[src/rtl/uart_pkg.sv]
// Shared UART definitions: receiver state encoding, divisor helper, line defaults.
package uart_pkg;

    localparam int unsigned UART_BAUD       = 115200;
    localparam int unsigned UART_OVERSAMPLE = 16;

    typedef enum logic [2:0] {
        RX_IDLE  = 3'd0,
        RX_START = 3'd1,
        RX_DATA  = 3'd2,
        RX_STOP  = 3'd3,
        RX_BREAK = 3'd4
    } rx_state_e;

    // Rounded clocks-per-sample-tick divisor.
    function automatic int unsigned uart_div(input int unsigned clk_hz,
                                             input int unsigned baud,
                                             input int unsigned oversample);
        int unsigned rate;
        rate = baud * oversample;
        return (clk_hz + rate / 2) / rate;
    endfunction

endpackage

[src/rtl/sync_fifo.sv]
// Synchronous first-word-fall-through FIFO; push accepted when full only alongside a pop.
module sync_fifo #(
    parameter int unsigned WIDTH = 8,
    parameter int unsigned DEPTH = 16
) (
    input  logic                     clk,
    input  logic                     rst,
    input  logic                     push,
    input  logic [WIDTH-1:0]         data_in,
    input  logic                     pop,
    output logic [WIDTH-1:0]         data_out,
    output logic [$clog2(DEPTH):0]   count,
    output logic                     full,
    output logic                     empty
);

    localparam int unsigned PTR_W = $clog2(DEPTH);
    localparam int unsigned CNT_W = PTR_W + 1;

    logic [WIDTH-1:0] mem [DEPTH];
    logic [PTR_W-1:0] wr_ptr;
    logic [PTR_W-1:0] rd_ptr;
    logic             do_push;
    logic             do_pop;

    assign empty    = (count == '0);
    assign full     = (count == CNT_W'(DEPTH));
    assign do_pop   = pop & ~empty;
    assign do_push  = push & (~full | do_pop);
    assign data_out = empty ? '0 : mem[rd_ptr];

    // Storage array, written on accepted push.
    always_ff @(posedge clk) begin
        if (do_push) begin
            mem[wr_ptr] <= data_in;
        end
    end

    // Pointers wrap naturally at DEPTH (power of two); count tracks occupancy.
    always_ff @(posedge clk) begin
        if (rst) begin
            wr_ptr <= '0;
            rd_ptr <= '0;
            count  <= '0;
        end else begin
            if (do_push) begin
                wr_ptr <= wr_ptr + PTR_W'(1);
            end
            if (do_pop) begin
                rd_ptr <= rd_ptr + PTR_W'(1);
            end
            case ({do_push, do_pop})
                2'b10:   count <= count + CNT_W'(1);
                2'b01:   count <= count - CNT_W'(1);
                default: count <= count;
            endcase
        end
    end

endmodule

[src/rtl/uart_rx_fifo.sv]
// UART 8N1 receiver: synchronizer, oversample tick, deframing FSM, byte FIFO.
module uart_rx_fifo
    import uart_pkg::*;
#(
    parameter int unsigned CLK_HZ     = 100_000_000,
    parameter int unsigned BAUD       = UART_BAUD,
    parameter int unsigned OVERSAMPLE = UART_OVERSAMPLE,
    parameter int unsigned FIFO_DEPTH = 16
) (
    input  logic                          I_clk,
    input  logic                          I_rst,
    input  logic                          I_uart_rx,
    output logic [7:0]                    O_data,
    output logic                          O_valid,
    input  logic                          I_ready,
    output logic [$clog2(FIFO_DEPTH):0]   O_count,
    output logic                          O_frame_err,
    output logic                          O_overrun
);

    localparam int unsigned DIV   = uart_div(CLK_HZ, BAUD, OVERSAMPLE);
    localparam int unsigned DIV_W = (DIV > 1) ? $clog2(DIV) : 1;
    localparam int unsigned OS_W  = $clog2(OVERSAMPLE);
    localparam logic [OS_W-1:0]  OS_MID  = OS_W'(OVERSAMPLE / 2 - 1);
    localparam logic [DIV_W-1:0] DIV_TOP = DIV_W'(DIV - 1);

    logic             rx_meta;
    logic             rx_s;
    logic [DIV_W-1:0] div_cnt;
    logic             tick;
    logic             mid;

    rx_state_e        state_q, state_d;
    logic [OS_W-1:0]  os_cnt_q, os_cnt_d;
    logic [2:0]       bit_idx_q, bit_idx_d;
    logic [7:0]       shift_q, shift_d;
    logic             push_d, push_q;
    logic             frame_err_d;
    logic             pop;
    logic             fifo_full;
    logic             fifo_empty;

    // Two-flop synchronizer; idle-high reset value avoids a false start bit.
    always_ff @(posedge I_clk) begin
        if (I_rst) begin
            rx_meta <= 1'b1;
            rx_s    <= 1'b1;
        end else begin
            rx_meta <= I_uart_rx;
            rx_s    <= rx_meta;
        end
    end

    // Free-running oversample tick divider.
    always_ff @(posedge I_clk) begin
        if (I_rst) begin
            div_cnt <= '0;
        end else if (div_cnt == DIV_TOP) begin
            div_cnt <= '0;
        end else begin
            div_cnt <= div_cnt + DIV_W'(1);
        end
    end

    assign tick = (div_cnt == DIV_TOP);
    assign mid  = tick && (os_cnt_q == OS_MID);

    // Deframer state and datapath registers.
    always_ff @(posedge I_clk) begin
        if (I_rst) begin
            state_q     <= RX_IDLE;
            os_cnt_q    <= '0;
            bit_idx_q   <= '0;
            shift_q     <= '0;
            push_q      <= 1'b0;
            O_frame_err <= 1'b0;
            O_overrun   <= 1'b0;
        end else begin
            state_q     <= state_d;
            os_cnt_q    <= os_cnt_d;
            bit_idx_q   <= bit_idx_d;
            shift_q     <= shift_d;
            push_q      <= push_d;
            O_frame_err <= frame_err_d;
            O_overrun   <= push_q & fifo_full & ~pop;
        end
    end

    // Next-state: sample at mid-bit; STOP returns to IDLE at mid-stop so a
    // back-to-back start edge is not missed.
    always_comb begin
        state_d     = state_q;
        os_cnt_d    = os_cnt_q;
        bit_idx_d   = bit_idx_q;
        shift_d     = shift_q;
        push_d      = 1'b0;
        frame_err_d = 1'b0;
        if (tick && (state_q != RX_IDLE)) begin
            os_cnt_d = os_cnt_q + OS_W'(1);
        end
        unique case (state_q)
            RX_IDLE: begin
                if (!rx_s) begin
                    state_d  = RX_START;
                    os_cnt_d = '0;
                end
            end
            RX_START: begin
                if (mid) begin
                    if (rx_s) begin
                        state_d = RX_IDLE;
                    end else begin
                        state_d   = RX_DATA;
                        bit_idx_d = '0;
                    end
                end
            end
            RX_DATA: begin
                if (mid) begin
                    shift_d   = {rx_s, shift_q[7:1]};
                    bit_idx_d = bit_idx_q + 3'd1;
                    if (bit_idx_q == 3'd7) begin
                        state_d = RX_STOP;
                    end
                end
            end
            RX_STOP: begin
                if (mid) begin
                    if (rx_s) begin
                        push_d  = 1'b1;
                        state_d = RX_IDLE;
                    end else begin
                        frame_err_d = 1'b1;
                        state_d     = RX_BREAK;
                    end
                end
            end
            RX_BREAK: begin
                if (rx_s) begin
                    state_d = RX_IDLE;
                end
            end
            default: state_d = RX_IDLE;
        endcase
    end

    assign O_valid = ~fifo_empty;
    assign pop     = O_valid & I_ready;

    sync_fifo #(
        .WIDTH (8),
        .DEPTH (FIFO_DEPTH)
    ) u_fifo (
        .clk      (I_clk),
        .rst      (I_rst),
        .push     (push_q),
        .data_in  (shift_q),
        .pop      (pop),
        .data_out (O_data),
        .count    (O_count),
        .full     (fifo_full),
        .empty    (fifo_empty)
    );

endmodule

[config.mk]
export PLATFORM = sky130hd
export DESIGN_NAME = uart_rx_fifo
export DESIGN_NICKNAME = d
export VERILOG_FILES = /design/src/rtl/uart_pkg.sv /design/src/rtl/sync_fifo.sv /design/src/rtl/uart_rx_fifo.sv
export SDC_FILE = /design/constraint.sdc
export NUM_CORES = 1
export LEC_CHECK = 0
export CORE_MARGIN = 10
export CORE_UTILIZATION = 30
export CTS_CLUSTER_SIZE = 20
export DETAILED_ROUTE_END_ITERATION = 16
export MAX_ROUTING_LAYER = met4
export SYNTH_ARGS = -nofsm -noshare
export SYNTH_HDL_FRONTEND = slang
export SYNTH_HIERARCHICAL = 1
export SYNTH_SLANG_ARGS = --single-unit
[constraint.sdc]
create_clock -name I_clk -period 4.8 [get_ports I_clk]
set_clock_uncertainty 0.2 [all_clocks]
set_input_delay 0.72 -clock I_clk [delete_from_list [all_inputs] [get_ports I_clk]]
set_output_delay 0.72 -clock I_clk [all_outputs]
set_load 0.03 [all_outputs]
After elaboration in Yosys (flattened, before gate mapping)
Memory sizes are Yosys's and may differ from the RTL's. A register that Yosys moved wholly into a read port is not among the register bits.
Cells that the tools add are included.
- register bits after elaboration: 42
- memory bits (writable): 128
- input port bits: 4
- output and inout bits: 16
- word-level logic and storage cells: 85
- memories kept: 1
- memories (name ; words ; width ; rd ports ; clocked after Yosys merged registers in ; wr ports ; line ; RTL):
    u_fifo.mem ; 16 ; 8 ; 1 ; 1 ; 1 ; sync_fifo.sv:20 ; logic [WIDTH-1:0] mem [DEPTH];
- add/subtract/negate cells: 7
- eq/ne operators: 17
- muxes and demuxes: 24
- bitwise logic cells: 11
- reductions and logical operators: 12
- operators with widths (kind ; number):
    2-to-1 mux 3 bit ; 10
    2-to-1 mux 4 bit ; 5
    one-hot mux 3 bit (5 select lines) ; 1
    inequality test 2 bit (second input constant) ; 7
    adder 4 x 1 -> 4 bit (second input constant) ; 3
    one-hot mux 5 bit (2 select lines) ; 1
    2-to-1 mux 8 bit ; 1
    adder 6 x 1 -> 6 bit (second input constant) ; 1
    == test 3 x 2 -> 1 bit (second input constant) ; 2
    == test 3 bit (second input constant) ; 2
    == test 6 bit (second input constant) ; 1
    one-hot mux 3 bit (2 select lines) ; 1
    AND reduction 6 bit ; 1
    adder 5 x 1 -> 5 bit (second input constant) ; 1
    bitwise AND 1 bit ; 5
    == test 5 bit (second input constant) ; 1
    zero test 5 bit ; 1
    NOT 1 bit ; 5
    subtractor 5 x 1 -> 5 bit (second input constant) ; 1
    == test 4 x 3 -> 1 bit (second input constant) ; 1
    2-to-1 mux 1 bit ; 4
    AND reduction 4 bit ; 1
    nonzero test 2 bit ; 2
    adder 3 x 1 -> 3 bit (second input constant) ; 1
    other kinds (11) ; 12

Depth between registers and ports, before layout
- depth after elaboration: 8
- mapped depth: 12
- gate-level depth less buffers: 11

By module
The synthesis kept the hierarchy.
- modules (own cells, without submodules) (module ; times used ; cells each ; area each (µm²) ; sequential area each (µm²)):
    sync_fifo ; 1 ; 332 ; 5964.5 ; 4184.0
    uart_rx_fifo ; 1 ; 129 ; 1229.9 ; 580.6

Least setup slack after synthesis
No wires, ideal clock.
- path kind: flip-flop to flip-flop
- from: reg u_fifo.count[3]
- to: reg u_fifo.count[4]
- setup time: 0.134 ns
- arrival time: 3.212 ns
- data required time: 4.466 ns
- setup slack: 1.253 ns
- stages on the path, launching flop included: 13
- buffers on the path: 1
- clock period less this slack: 3.547 ns
- path through: dfxtp_1 or4_4 buf_6 nor2_1 nor2b_1 nor2b_1 o21ai_2 inv_2 ha_1 nand2b_1 o2bb2ai_1 a2111oi_0 or4_1
- longest elaborated chain between the ends: 8
- elaborated cells on any way between the ends: 14
- classes of those cells: add/sub (2); eq/ne (3); mux (1); bitwise (6); reduce/logical (2)
- RTL lines (item ; line ; RTL):
    start: declaration ; sync_fifo.sv:12 ; output logic [$clog2(DEPTH):0] count,
    start signal: assignment ; sync_fifo.sv:53 ; 2'b10: count <= count + CNT_W'(1);
    start signal: assignment ; sync_fifo.sv:54 ; 2'b01: count <= count - CNT_W'(1);
    start signal: assignment ; sync_fifo.sv:55 ; default: count <= count;
    zero test 5 bit (*) ; sync_fifo.sv:26 ; assign empty = (count == '0);
    net fifo_empty ; uart_rx_fifo.sv:41 ; logic fifo_empty;
    NOT 1 bit (*) ; uart_rx_fifo.sv:147 ; assign O_valid = ~fifo_empty;
    bitwise AND 1 bit (*) ; uart_rx_fifo.sv:148 ; assign pop = O_valid & I_ready;
    net pop ; uart_rx_fifo.sv:39 ; logic pop;
    bitwise AND 1 bit (*) ; sync_fifo.sv:28 ; assign do_pop = pop & ~empty;
    OR 1 bit ; sync_fifo.sv:29 ; assign do_push = push & (~full | do_pop);
    bitwise AND 1 bit ; sync_fifo.sv:29 ;
    == test 2 x 1 -> 1 bit or == test 2 bit (tied branches) ; sync_fifo.sv:52 ; case ({do_push, do_pop})
    one-hot mux 5 bit (2 select lines) or nonzero test 2 bit (tied branches) ; - ;
Mark *: on every way through the listed nets, which the timed path passes. The rest lies on a longest branch.
A chain may end at the register's enable or synchronous reset.

==> impl_metrics.env <==
export IMPL_ys_async_sr_fraction_pct=0
export IMPL_cts_root_buf="clkbuf_16"
export IMPL_worstPathArrival_ns=3.10
export IMPL_synth_warning_count=6
export IMPL_die_h_um=175
export IMPL_dp_hpwl_um=9260
export IMPL_synth_compound_area_share_pct=5.13
export IMPL_initial_core_util_pct=30.6
export IMPL_nFillCells=2245
export IMPL_insertion_delay_ns=0.43
export IMPL_hold_buffers=0
export IMPL_power_density_nw_per_um2=389
export IMPL_worst_path_max_fanout=20
export IMPL_finalCritPeriodShare_pct=83.8
export IMPL_routed_wl_um=14300
export IMPL_htreeDepth=4
export IMPL_avgSynthCellArea_um2=15.6
export IMPL_placedCellCount=783
export IMPL_nets=501
export IMPL_grt_use_total_pct=10.0
export IMPL_end_kind="output pin"
export IMPL_synth_ff_type="edfxtp_1"
export IMPL_drtIter0Drc=271
export IMPL_synthMuxAreaShare_pct=13.4
export IMPL_critical_path_class="flip-flop to output pin"
export IMPL_grt_pass1_vias=4055
export IMPL_yosys_area_share_simple_pct=8.52
export IMPL_portBuffers=19
export IMPL_area_growth_pct=15.9
export IMPL_slew_viol_final=0
export IMPL_cts_clk_slew_worst_paths_ns=0.07
export IMPL_layout_common_cells="edfxtp_1 (128), dfxtp_1 (45), nor2_1 (44)"
export IMPL_p_total_uw=3240
export IMPL_row_count=56
export IMPL_worstHoldPathType="flip-flop to flip-flop"
export IMPL_setup_violations=0
export IMPL_hold_viol=0
export IMPL_cts_tree="done"
export IMPL_cts_resized_gates=0
export IMPL_io_pins=20
export IMPL_synthAdderAreaFrac_pct=2.54
export IMPL_cts_setup_buffers=0
export IMPL_r2r_setup_slack_ns=1.26
export IMPL_cts_buffers=17
export IMPL_synth_xor_area_share_pct=1.46
export IMPL_peakVddDrop_v=0.000268
export IMPL_yosysSeqAreaShare_pct=66.2
export IMPL_synth_nets=479
export IMPL_cp_start_kind="flip-flop"
export IMPL_setup_tns_ns=0
export IMPL_rsz0062_at_grt="false"
export IMPL_status="finished clean"
export IMPL_die_x_um=175
export IMPL_wl_per_cell_um=17.6
export IMPL_antenna_found_initial=0
export IMPL_ant_nets=0
export IMPL_min_from="rx_meta"
export IMPL_ff2ff_path_depth=12
export IMPL_fmax_mhz=249
export IMPL_hold_depth=1
export IMPL_tightestPinTransition_ns=1.17
export IMPL_antenna_cells=0
export IMPL_synth_cell_area_um2=7190
export IMPL_vias=3946
export IMPL_first_pass_iters=5
export IMPL_cts_sinks=174
export IMPL_final_cell_count_no_fill=815
export IMPL_rr_endpoint="u_fifo/count[4]"
export IMPL_die_area_um2=30600
export IMPL_synth_top_family_by_area="multiplexers"
export IMPL_timing_rr_start="u_fifo/count[1]"
export IMPL_holdPathEnd="rx_s"
export IMPL_synth_cell_type_count=52
export IMPL_layout_commonest_cell="edfxtp_1"
export IMPL_worstPathRequired_ns=3.88
export IMPL_cts_buffer_depth=2
export IMPL_synthCells=461
export IMPL_leakage_uw=0.00275
export IMPL_drive_gt1_share_pct=17.5
export IMPL_grt_overflow_total=0
export IMPL_ys_ff_latch=174
export IMPL_route_detailed_drc=0
export IMPL_coreArea_um2=23500
export IMPL_period_minus_slack_ns=4.02
export IMPL_grt_max_degree=33
export IMPL_synth_edff_count=128
export IMPL_maxCapViolCount=0
export IMPL_grt_pass1_wl_um=23000
export IMPL_vias_per_cell=4.84
export IMPL_gp_congestion=0.751
export IMPL_slew_headroom_pct=21.5
per-layer routing:
metal / global-route usage [%] / part of all wire, % / vias to the layer above
met4: 2.68 / 0.77 / 0
li1: - / - / 1822
met3: 3.43 / 5.9 / 11
met2: 15.1 / 48 / 83
met5: - / 0 / -
met1: 12.6 / 46 / 2030
cell families after synthesis:
logic type | after synthesis
adders and majority gates | 14
xor gates and xnor gates | 12
AOI/OAI and AO/OA | 47
DFF | 174
buffers and inverters | 44
muxes | 56
and+or+nand+nor | 114
power breakdown:
part,switching (uW),total (uW),internal (uW)
clock,606,1390,785
sequential,20.6,1620,1600
combinational,139,228,88.9
total,766,3240,2480
worst max-delay path by stage:
stage / cells after the start / slack, ns / end
5_1_grt: 5 / 0.51 / O_data[6]
4_1_cts: 5 / 0.66 / O_data[6]
3_3_place_gp: 9 / 1.17 / u_fifo/count[4]
2_1_floorplan: 12 / 1.25 / u_fifo/count[4]
6_report: 5 / 0.78 / O_data[4]
3_5_place_dp: 10 / 1.08 / u_fifo/count[4]
state kept, by name, summed over array words and instances, names as in the netlist, 3 cells and up, named ones only:
signal         flops
shift_q            8
os_cnt_q           4
u_fifo/wr_ptr      4
u_fifo/count       5
state_q            3
div_cnt            6
bit_idx_q          3
u_fifo/mem       128
u_fifo/rd_ptr      4
synthesized netlist by cell type, types with 4 or more instances:
cell,instances,area [um^2]
nand2b_1,6,37.5
a211oi_1,16,120
or2_2,4,25.0
nand4_1,4,25.0
inv_1,18,67.6
nor2_1,44,165
ha_1,13,163
mux2i_1,24,240
nor4_1,8,50.1
and2_1,4,25.0
nand3_1,7,35.0
clkbuf_1,9,33.8
xor2_1,6,52.6
edfxtp_1,128,3840
nor2b_1,10,62.6
nor3_1,8,40.0
nand2_1,4,15.0
xnor2_1,6,52.6
o21a_1,4,30.0
mux4_2,32,721
buf_2,8,40.0
dfxtp_1,46,921
and3_1,5,31.3
worst max-delay path, stage by stage (launching register included):
cell and delay, ns:
dfxtp_2 0.82, buf_4 0.37, mux4_2 0.52, a211oi_1 0.24, a211oi_1 0.08, clkdlybuf4s50_1 0.64
area by class of cell:
| class | instances | area, um^2 | area share [%] |
|---|---|---|---|
| sequential | 174 | 4770 | 57.2 |
| multi-input combinational | 243 | 2240 | 26.8 |
| clock buffer | 17 | 425 | 5.10 |
| tap | 319 | 399 | 4.79 |
| timing repair buffer | 28 | 258 | 3.09 |
| clock inverter | 15 | 180 | 2.16 |
| inverter | 19 | 71.3 | 0.855 |
metrics by stage:
step / hold WS, ns / setup slack, ns / instance area (um^2) / util (%)
after CTS: 0.213 / 0.664 / 8340 / 35.4
after global placement: 0.192 / 1.17 / 7730 / 32.8
after floorplan: 0.189 / 1.25 / 7190 / -
final: 0.210 / 0.777 / 8340 / 35.4
after detailed placement: 0.196 / 1.08 / 7730 / 32.8
after global routing: 0.251 / 0.511 / 8340 / 35.4
No activity file was read; power rests on OpenSTA's default activity.
